==> src/rtl/uart_rx_frame_ctrl.sv <==
// uart_rx_frame_ctrl: takes bytes from uart_receiver, parses SYNC/LEN/payload/CSUM frames,
// holds each good frame for a valid/ack consumer and flags dropped frames with 1-cycle pulses.
module uart_rx_frame_ctrl #(
   parameter logic [7:0]  SYNC_BYTE     = 8'hA5,
   parameter int          MAX_LEN       = 8,
   parameter logic [15:0] TIMEOUT_TICKS = 16'd2560
) (
   input  logic       i_sys_clk,
   input  logic       i_rst_n,
   input  logic       i_rx_clk_en,
   input  logic [7:0] i_rx_data,
   input  logic       i_rx_ready,
   output logic       o_rx_ready_clear,
   output logic       o_frame_valid,
   output logic [3:0] o_frame_len,
   input  logic [2:0] i_frame_rd_addr,
   output logic [7:0] o_frame_rd_data,
   input  logic       i_frame_ack,
   output logic       o_csum_err,
   output logic       o_timeout_err,
   output logic       o_overrun_err
);
   typedef enum logic [2:0] {HUNT, LEN, PAY, CSUM, DONE} state_t;
   localparam logic [7:0] MAX_B = 8'(MAX_LEN);
   state_t      r_state, w_next;
   logic        r_consumed, r_csum_err, r_tout_err, r_ovr_err;
   logic [3:0]  r_len;
   logic [2:0]  r_idx;
   logic [7:0]  r_acc;
   logic [15:0] r_tcnt;
   logic [7:0]  r_buf [8];
   logic        w_new, w_timed, w_tout, w_len_ok, w_last, w_csum_ok;
   assign w_new     = i_rx_ready & ~r_consumed;
   assign w_timed   = r_state inside {LEN, PAY, CSUM};
   // a byte arriving on the expiry edge wins over the timeout
   assign w_tout    = w_timed & ~w_new & i_rx_clk_en & (r_tcnt == TIMEOUT_TICKS - 16'd1);
   assign w_len_ok  = (i_rx_data != 8'd0) && (i_rx_data <= MAX_B);
   assign w_last    = {1'b0, r_idx} == r_len - 4'd1;
   assign w_csum_ok = i_rx_data == r_acc;
   always_ff @(posedge i_sys_clk) begin
      if (!i_rst_n) r_state <= HUNT;
      else          r_state <= w_next;
   end
   always_comb begin
      w_next = r_state;
      case (r_state)
         HUNT:    if (w_new && i_rx_data == SYNC_BYTE) w_next = LEN;
         LEN:     if (w_new) w_next = w_len_ok ? PAY : HUNT; else if (w_tout) w_next = HUNT;
         PAY:     if (w_new && w_last) w_next = CSUM; else if (w_tout) w_next = HUNT;
         CSUM:    if (w_new) w_next = w_csum_ok ? DONE : HUNT; else if (w_tout) w_next = HUNT;
         DONE:    if (i_frame_ack) w_next = HUNT;
         default: w_next = HUNT;
      endcase
   end
   always_comb begin
      o_rx_ready_clear = r_consumed;
      o_frame_valid    = r_state == DONE;
      o_frame_len      = r_len;
      o_frame_rd_data  = r_buf[i_frame_rd_addr];
      o_csum_err       = r_csum_err;
      o_timeout_err    = r_tout_err;
      o_overrun_err    = r_ovr_err;
   end
   always_ff @(posedge i_sys_clk) begin
      if (!i_rst_n) begin
         r_consumed <= 1'b0;
         r_csum_err <= 1'b0;
         r_tout_err <= 1'b0;
         r_ovr_err  <= 1'b0;
         r_len      <= '0;
         r_idx      <= '0;
         r_acc      <= '0;
         r_tcnt     <= '0;
      end else begin
         // clear request stays up until the receiver has actually dropped rx_ready
         r_consumed <= w_new | (r_consumed & i_rx_ready);
         r_tcnt     <= (w_new | ~w_timed | w_tout) ? '0 : r_tcnt + 16'(i_rx_clk_en);
         r_csum_err <= w_new & (r_state == CSUM) & ~w_csum_ok;
         r_tout_err <= w_tout;
         r_ovr_err  <= w_new & (r_state == DONE);
         if (w_new && r_state == LEN && w_len_ok) begin
            r_len <= i_rx_data[3:0];
            r_acc <= i_rx_data;
            r_idx <= '0;
         end
         if (w_new && r_state == PAY) begin
            r_buf[r_idx] <= i_rx_data;
            r_acc        <= r_acc + i_rx_data;
            r_idx        <= r_idx + 3'd1;
         end
      end
   end
endmodule

==> config.mk <==
export PLATFORM = sky130hd
export DESIGN_NAME = uart_rx_frame_ctrl
export DESIGN_NICKNAME = d
export VERILOG_FILES = /design/src/rtl/uart_rx_frame_ctrl.sv
export SDC_FILE = /design/constraint.sdc
export NUM_CORES = 1
export LEC_CHECK = 0
export CELL_PAD_IN_SITES_DETAIL_PLACEMENT = 0
export CELL_PAD_IN_SITES_GLOBAL_PLACEMENT = 1
export CORE_UTILIZATION = 28
export DETAILED_ROUTE_END_ITERATION = 12
export PLACE_DENSITY = 0.51
export SLEW_MARGIN = 30
export SYNTH_ARGS = -nofsm -noshare
export SYNTH_HDL_FRONTEND = slang
export SYNTH_SLANG_ARGS = --single-unit
==> constraint.sdc <==
create_clock -name i_sys_clk -period 2.45 [get_ports i_sys_clk]
set_clock_uncertainty 0.2 [all_clocks]
set_input_delay 0.245 -clock i_sys_clk [delete_from_list [all_inputs] [get_ports i_sys_clk]]
set_output_delay 0.245 -clock i_sys_clk [all_outputs]
set_load 0.02 [all_outputs]
==> impl_metrics.py, run 1 <==
metrics = {
    "setup_path": {
        "crit_path_max_fanout": 8,
        "crit_arrival_ns": 1.92,
        "cp-end-kind": "output pin",
        "rrSetupSlack_ns": 0.32,
        "startpoint": "i_frame_rd_addr[0]",
        "reg2reg_from": "o_rx_ready_clear$_SDFF_PN0_",
        "reg2reg_depth": 5,
        "start_kind": "input port",
        "r2r-end": "r_buf[4][1]$_DFFE_PP_",
        "worstPathRequired_ns": 2.01,
        "critPathCapture": "o_frame_rd_data[7]",
        "path_class": "in -> out",
    },
    "finish": {
        "fin_nets": 441,
        "fill_cells": 1554,
        "syn_to_final_growth_pct": 24.8,
        "drive_gt1_frac": 0.187,
        "utilization": 0.357,
        "multi_input_area_um2": 1730,
        "regArea_um2": 2680,
        "antennaDiodeCount": 0,
        "stdcell_count": 634,
    },
    "route": {
        "postRouteAntennaNets": 0,
        "dr.pass1.iters": 4,
        "first_iter_violations": 179,
        "drc": 0,
        "vias_per_cell": 4.59,
        "drt-total-wl_um": 10500,
        "wire_per_inst_um": 16.6,
        "vias": 2907,
    },
    "synth": {
        "synth_edf_count": 64,
        "synth.area.top_cells": "edfxtp_1 42%, dfxtp_1 17%, mux4_2 8.0%, xor2_1 3.1%, ha_1 3.0%",
        "synth_top_flop_cell": "edfxtp_1",
        "synth.distinct_cells": 49,
        "syn-num-nets": 380,
        "syn_avg_cell_area_um2": 12.9,
        "synth_seq_cells": 102,
        "synth_top_area_frac": 0.424,
        "async_flop_share": 0,
        "yosysTopAreaCell": "edfxtp_1",
        "synth_area_um2": 4530,
        "synth_cells": 352,
        "seq_area_frac_synth": 0.592,
        "yosys_warnings": 0,
    },
    "die": {
        "core_um2": 15800,
        "pin_count": 33,
        "die_height_um": 129,
        "rows": 46,
        "die_area_um2": 16700,
        "initial_core_util": 0.286,
        "die_w_um": 129,
    },
    "sta": {
        "worstMarginPinSlew_ns": 0.458,
        "layout_min_cycle_time_ns": 2.37,
        "finalCritPeriodShare": 0.966,
        "finalMaxSlewViolations": 0,
        "setup_violations": 0,
        "fmax_ghz": 0.422,
        "rsz0062_at_grt": "no",
        "relSlewSlack": 0.692,
        "setup_tns_ns": 0,
        "hold_violations": 0,
    },
    "place": {
        "port_buffers": 32,
        "dp_hpwl_um": 7340,
        "finalWeightedCongestion": 0.734,
        "dp_cells": 617,
    },
    "pwr": {
        "clock_power_share": 0.421,
        "peakVddDrop_uv": 310,
        "netSwitchingFraction": 0.219,
        "p_seq_frac": 0.519,
        "p_comb_frac": 0.059,
        "p_int_mw": 2.74,
        "leakage_nw": 1.90,
        "p_total_mw": 3.51,
        "power_density_nw_per_um2": 620,
        "switchingPower_mw": 0.769,
    },
    "clocking": {
        "clock-sinks": 102,
        "clock_latency_ns": 0.35,
        "post_cts_resized": 9,
        "clk_pin_slew_ns": 0.07,
        "cts_buffers": 9,
        "root_buffer": "clkbuf_16",
        "h-tree-depth": 3,
        "cts_setup_buffers": 0,
        "cts_tree": "built",
        "cts_buffer_depth": 2,
        "cts_hold_buf": 0,
    },
    "global_routing": {
        "grt_use_total": 0.139,
        "grt_first_pass_wirelength_um": 16700,
        "first_global_vias": 2971,
        "gr-total-overflow": 0,
        "grt_max_degree": 19,
        "grt_antenna_before_repair": 1,
    },
    "hold_path": {
        "hold_path.class": "reg -> reg",
    },
    "status": {
        "run_status": "complete, no violations",
    },
    "flow_run": {
        "maxCapViolCount": 0,
    },
}
==> how the worst min path moves through the flow <==
stage                     slack [ns]  depth (start not counted)                   from                     to
after floorplan                 0.14                          0           i_rx_data[0]  r_buf[0][0]$_DFFE_PP_
after global placement          0.26                          2  r_acc[5]$_SDFFE_PN0P_  r_acc[5]$_SDFFE_PN0P_
after detailed placement        0.26                          2  r_acc[5]$_SDFFE_PN0P_  r_acc[5]$_SDFFE_PN0P_
after CTS                       0.27                          2  r_acc[5]$_SDFFE_PN0P_  r_acc[5]$_SDFFE_PN0P_
after global routing            0.30                          2  r_acc[0]$_SDFFE_PN0P_  r_acc[0]$_SDFFE_PN0P_
final                           0.27                          2  r_acc[5]$_SDFFE_PN0P_  r_acc[5]$_SDFFE_PN0P_
==> cell usage after synthesis (3+ instances only) <==
library cell  count
nor2_1           30
nor4_1            6
dfxtp_1          38
nand2b_1          4
o21ai_0           7
nand2_1          21
xnor2_1           7
mux2_2            8
xor2_1           16
inv_1             9
nand4_1           8
buf_2             3
nand3_1          17
clkbuf_1          8
or3_1             7
nand3b_1          4
and3_1            3
a31oi_1           4
and2_1            5
ha_1             11
nor3_1            8
a21oi_1          13
mux4_2           16
edfxtp_1         64
==> worst max-delay path, cell delays in order <==
cell and delay, ns:
dlygate4sd2_1 0.28, bufbuf_16 0.31, mux4_2 0.49, mux2_2 0.28, dlygate4sd2_1 0.32
==> metal layers <==
| metal | share of wire | routed length [um] | up-vias | track usage |
|---|---|---|---|---|
| li1 | - | - | 1446 | - |
| met1 | 0.48 | 5080 | 1405 | 0.185 |
| met5 | 0.0010 | 11 | - | 0 |
| met4 | 0.016 | 166 | 2 | 0.0602 |
| met3 | 0.041 | 427 | 11 | 0.0314 |
| met2 | 0.46 | 4840 | 43 | 0.216 |
==> layout by cell type, fill, tap and decap left out, types with 2 or more instances in the layout <==
cell,n
a211oi_1,2
a21oi_1,13
a311oi_1,2
a31oi_1,4
and2_1,5
and3_1,3
and4_1,2
buf_12,3
buf_4,30
clkbuf_16,9
clkdlybuf4s50_1,23
clkinv_4,2
dfxtp_1,38
dlygate4sd2_1,9
edfxtp_1,64
ha_1,11
inv_1,9
inv_6,2
mux2_2,8
mux4_2,16
nand2_1,21
nand2b_1,4
nand3_1,17
nand3b_1,4
nand4_1,8
nor2_1,30
nor2b_1,2
nor3_1,8
nor3_2,2
nor4_1,6
nor4bb_1,2
o21a_1,2
o21ai_0,7
o31ai_1,2
or3_1,7
xnor2_1,7
xor2_1,16
==> logic make-up after synthesis <==
family / count (synthesis) / synth area share
AND/OR/NAND/NOR: 125 / 0.146
flip-flops: 102 / 0.592
AO/OA/AOI/OAI: 39 / 0.0560
buffers and inverters: 26 / 0.0257
multiplexers: 25 / 0.102
XOR/XNOR: 23 / 0.0444
adder cells (fa/ha/maj): 12 / 0.0348
==> final cells by class <==
| class | count | share of cell area |
|---|---|---|
| Inverter | 10 | 0.00664 |
| Sequential cell | 102 | 0.474 |
| Tap cell | 216 | 0.0478 |
| Clock buffer | 10 | 0.0405 |
| Clock inverter | 6 | 0.0135 |
| Timing Repair Buffer | 66 | 0.111 |
| Multi-Input combinational cell | 224 | 0.306 |
==> state kept, by name (all words and copies together), names as in the netlist <==
signal and count:
o_csum_err 1, o_frame_len 4, o_overrun_err 1, o_rx_ready_clear 1, o_timeout_err 1, r_acc 8, r_buf 64, r_idx 3
r_state 3, r_tcnt 16
==> stage by stage <==
step	setup WS, ns	hold WS, ns	area [um2]
6_report	0.0831	0.271	5660
5_1_grt	0.0250	0.303	5660
2_1_floorplan	0.0207	0.144	4530
3_5_place_dp	-0.313	0.264	5330
4_1_cts	0.0576	0.274	5660
3_3_place_gp	-0.306	0.258	5330
==> power by group through the flow <==
stage               registers (mW)  logic [mW]  clock network (mW)
floorplan                     1.86      0.0953                   0
global placement              1.86       0.212                   0
detailed placement            1.86       0.214                   0
CTS                           1.82       0.213                1.53
global route                  1.82       0.226                1.58
finish                        1.82       0.209                1.48
(Power assumes the default switching activity.)
==> run 2, diff against run 1 <==
- PLACE_DENSITY: 0.51 -> 0.49
- clock period: 2.45 -> 2.3 ns (I/O delays scaled with it)
==> run 2 against run 1 <==
Sequential power rose by 7%. Power grew 4.2%. Via count increased by 3.6%. Clock power about the same. Register-to-register slack worse by 0.17 ns. Worst hold slack improved by 0.0033 ns. Wire length grew 5.4%. Final cell count is 2.4% higher. Flip-flop and latch count unchanged. Die area is the same. Setup slack got worse by 0.037 ns. Global-route usage grew 0.57 points.
==> impl_metrics.py, run 2 (synthesis gave the netlist of run 1 again) <==
metrics = {
    "setup_path": {
        "critPathCapture": "o_frame_rd_data[4]",
        "worstPathRequired_ns": 1.87,
        "critPathSlowestCell": "mux4_2",
        "r2r-end": "r_buf[0][6]$_DFFE_PP_",
        "path_class": "in -> out",
        "cp-end-kind": "output pin",
        "rrSetupSlack_ns": 0.15,
        "crit_path_max_fanout": 8,
        "slowest_delay_ns": 0.48,
        "reg2reg_from": "r_state[1]$_SDFFE_PN0P_",
        "startpoint": "i_frame_rd_addr[0]",
        "start_kind": "input port",
        "reg2reg_depth": 5,
        "crit_chain": "clkdlybuf4s15_2 > bufbuf_16 > mux4_2 > mux2_2 > dlygate4sd2_1",
        "crit_arrival_ns": 1.82,
    },
    "finish": {
        "fill_cells": 1546,
        "utilization": 0.364,
        "layout_common_cells": "64 x edfxtp_1, 45 x buf_4, 38 x dfxtp_1",
        "fin_nets": 456,
        "drive_gt1_frac": 0.222,
        "syn_to_final_growth_pct": 27.2,
        "antennaDiodeCount": 0,
        "largest_reg_flops": 64,
        "largest_register": "r_buf",
        "top_regs": "r_buf x64, r_tcnt x16, r_acc x8",
        "layout_commonest_cell": "edfxtp_1",
    },
    "clocking": {
        "cts_hold_buf": 0,
        "cts_buffers": 9,
        "clock_latency_ns": 0.35,
        "clk_pin_slew_ns": 0.07,
        "root_buffer": "clkbuf_16",
        "cts_buffer_depth": 2,
        "clock-sinks": 102,
        "cts_tree": "built",
        "cts_setup_buffers": 0,
        "h-tree-depth": 3,
    },
    "sta": {
        "setup_violations": 0,
        "fmax_ghz": 0.444,
        "worstMarginPinSlew_ns": 0.429,
        "hold_slack_ns": 0.274,
        "layout_min_cycle_time_ns": 2.25,
        "relSlewSlack": 0.712,
        "setup_tns_ns": 0,
        "hold_violations": 0,
        "rsz0062_at_grt": "no",
        "finalMaxSlewViolations": 0,
        "finalCritPeriodShare": 0.980,
    },
    "die": {
        "initial_core_util": 0.286,
        "die_area_um2": 16700,
        "pin_count": 33,
        "rows": 46,
        "core_um2": 15800,
        "die_w_um": 129,
        "die_height_um": 129,
    },
    "route": {
        "postRouteAntennaNets": 0,
        "vias_per_cell": 4.64,
        "dr.pass1.iters": 4,
        "wire_per_inst_um": 17.1,
        "drc": 0,
        "drt-total-wl_um": 11100,
        "vias": 3012,
        "first_iter_violations": 153,
    },
    "place": {
        "dp_hpwl_um": 7850,
        "port_buffers": 32,
        "finalWeightedCongestion": 0.766,
    },
    "pwr": {
        "power_density_nw_per_um2": 634,
        "peakVddDrop_uv": 325,
        "p_total_mw": 3.65,
        "leakage_nw": 1.97,
    },
    "global_routing": {
        "gr-total-overflow": 0,
        "grt_first_pass_wirelength_um": 17200,
        "first_global_vias": 2983,
        "grt_use_total": 0.144,
        "grt_max_degree": 19,
        "grt_antenna_before_repair": 1,
    },
    "status": {
        "run_status": "complete, no violations",
    },
    "flow_run": {
        "maxCapViolCount": 0,
    },
    "hold_path": {
        "hold_path.class": "reg -> reg",
    },
}
## run 2: cell count changes in the layout (fill, tap and decap cells not counted), moves of 2 or more
cell / change
buf_4: +15
dlygate4sd2_1: -6
clkdlybuf4s15_1: +5
clkinv_4: -2
inv_6: +2
## run 2: per-layer routing
layer | part of all wire | global-route usage
met1 | 0.50 | 0.199
met2 | 0.44 | 0.217
met3 | 0.044 | 0.0425
met4 | 0.017 | 0.0464
met5 | 0.0012 | 0
## run 2: final cells by class
cell class                 instances  area [um2]  share of cell area
clock buffer                      10         229              0.0397
clock inverter                     6        51.3             0.00890
inverter                          10        37.5             0.00651
multi-input combinational        224        1750               0.303
sequential                       102        2680               0.465
tap                              216         270              0.0469
timing repair buffer              81         748               0.130
## run 2: worst max-delay path, delay by kind of cell
kind	cells	cell delay [ns]
multiplexers	2	0.75
buffers and inverters	3	0.83
## run 2: worst min-delay path by stage
stage,start,endpoint,slack (ns),cells past startpoint
5_1_grt,r_acc[2]$_SDFFE_PN0P_,r_acc[2]$_SDFFE_PN0P_,0.32,2
3_3_place_gp,r_acc[5]$_SDFFE_PN0P_,r_acc[5]$_SDFFE_PN0P_,0.26,2
3_5_place_dp,r_acc[5]$_SDFFE_PN0P_,r_acc[5]$_SDFFE_PN0P_,0.27,2
4_1_cts,r_acc[5]$_SDFFE_PN0P_,r_acc[5]$_SDFFE_PN0P_,0.28,2
2_1_floorplan,i_rx_data[0],r_buf[0][0]$_DFFE_PP_,0.13,0
6_report,r_acc[5]$_SDFFE_PN0P_,r_acc[5]$_SDFFE_PN0P_,0.27,2
## run 2: stage by stage
stage                     worst slack, ns  cell area [um2]  instances
after global routing              0.00271             5760        649
after floorplan                    -0.129             4540        352
final                              0.0458             5760        649
after detailed placement           -0.414             5450        632
after CTS                          0.0203             5750        649
after global placement             -0.416             5450        632
## run 2: power breakdown
part,switching [mW],internal (mW),total (mW),leakage [nW]
clock,0.719,0.757,1.48,0.140
combinational,0.115,0.123,0.237,0.944
sequential,0.000606,1.94,1.94,0.881
total,0.834,2.82,3.65,1.97
## run 2: timing repair
item | 4_1_cts | 5_1_grt
hold endpoints to repair | 0 | 0
resized for setup | 13 | 5
setup endpoints to repair | 9 | 5
pin swaps | 0 | 0
gates cloned | 1 | 0
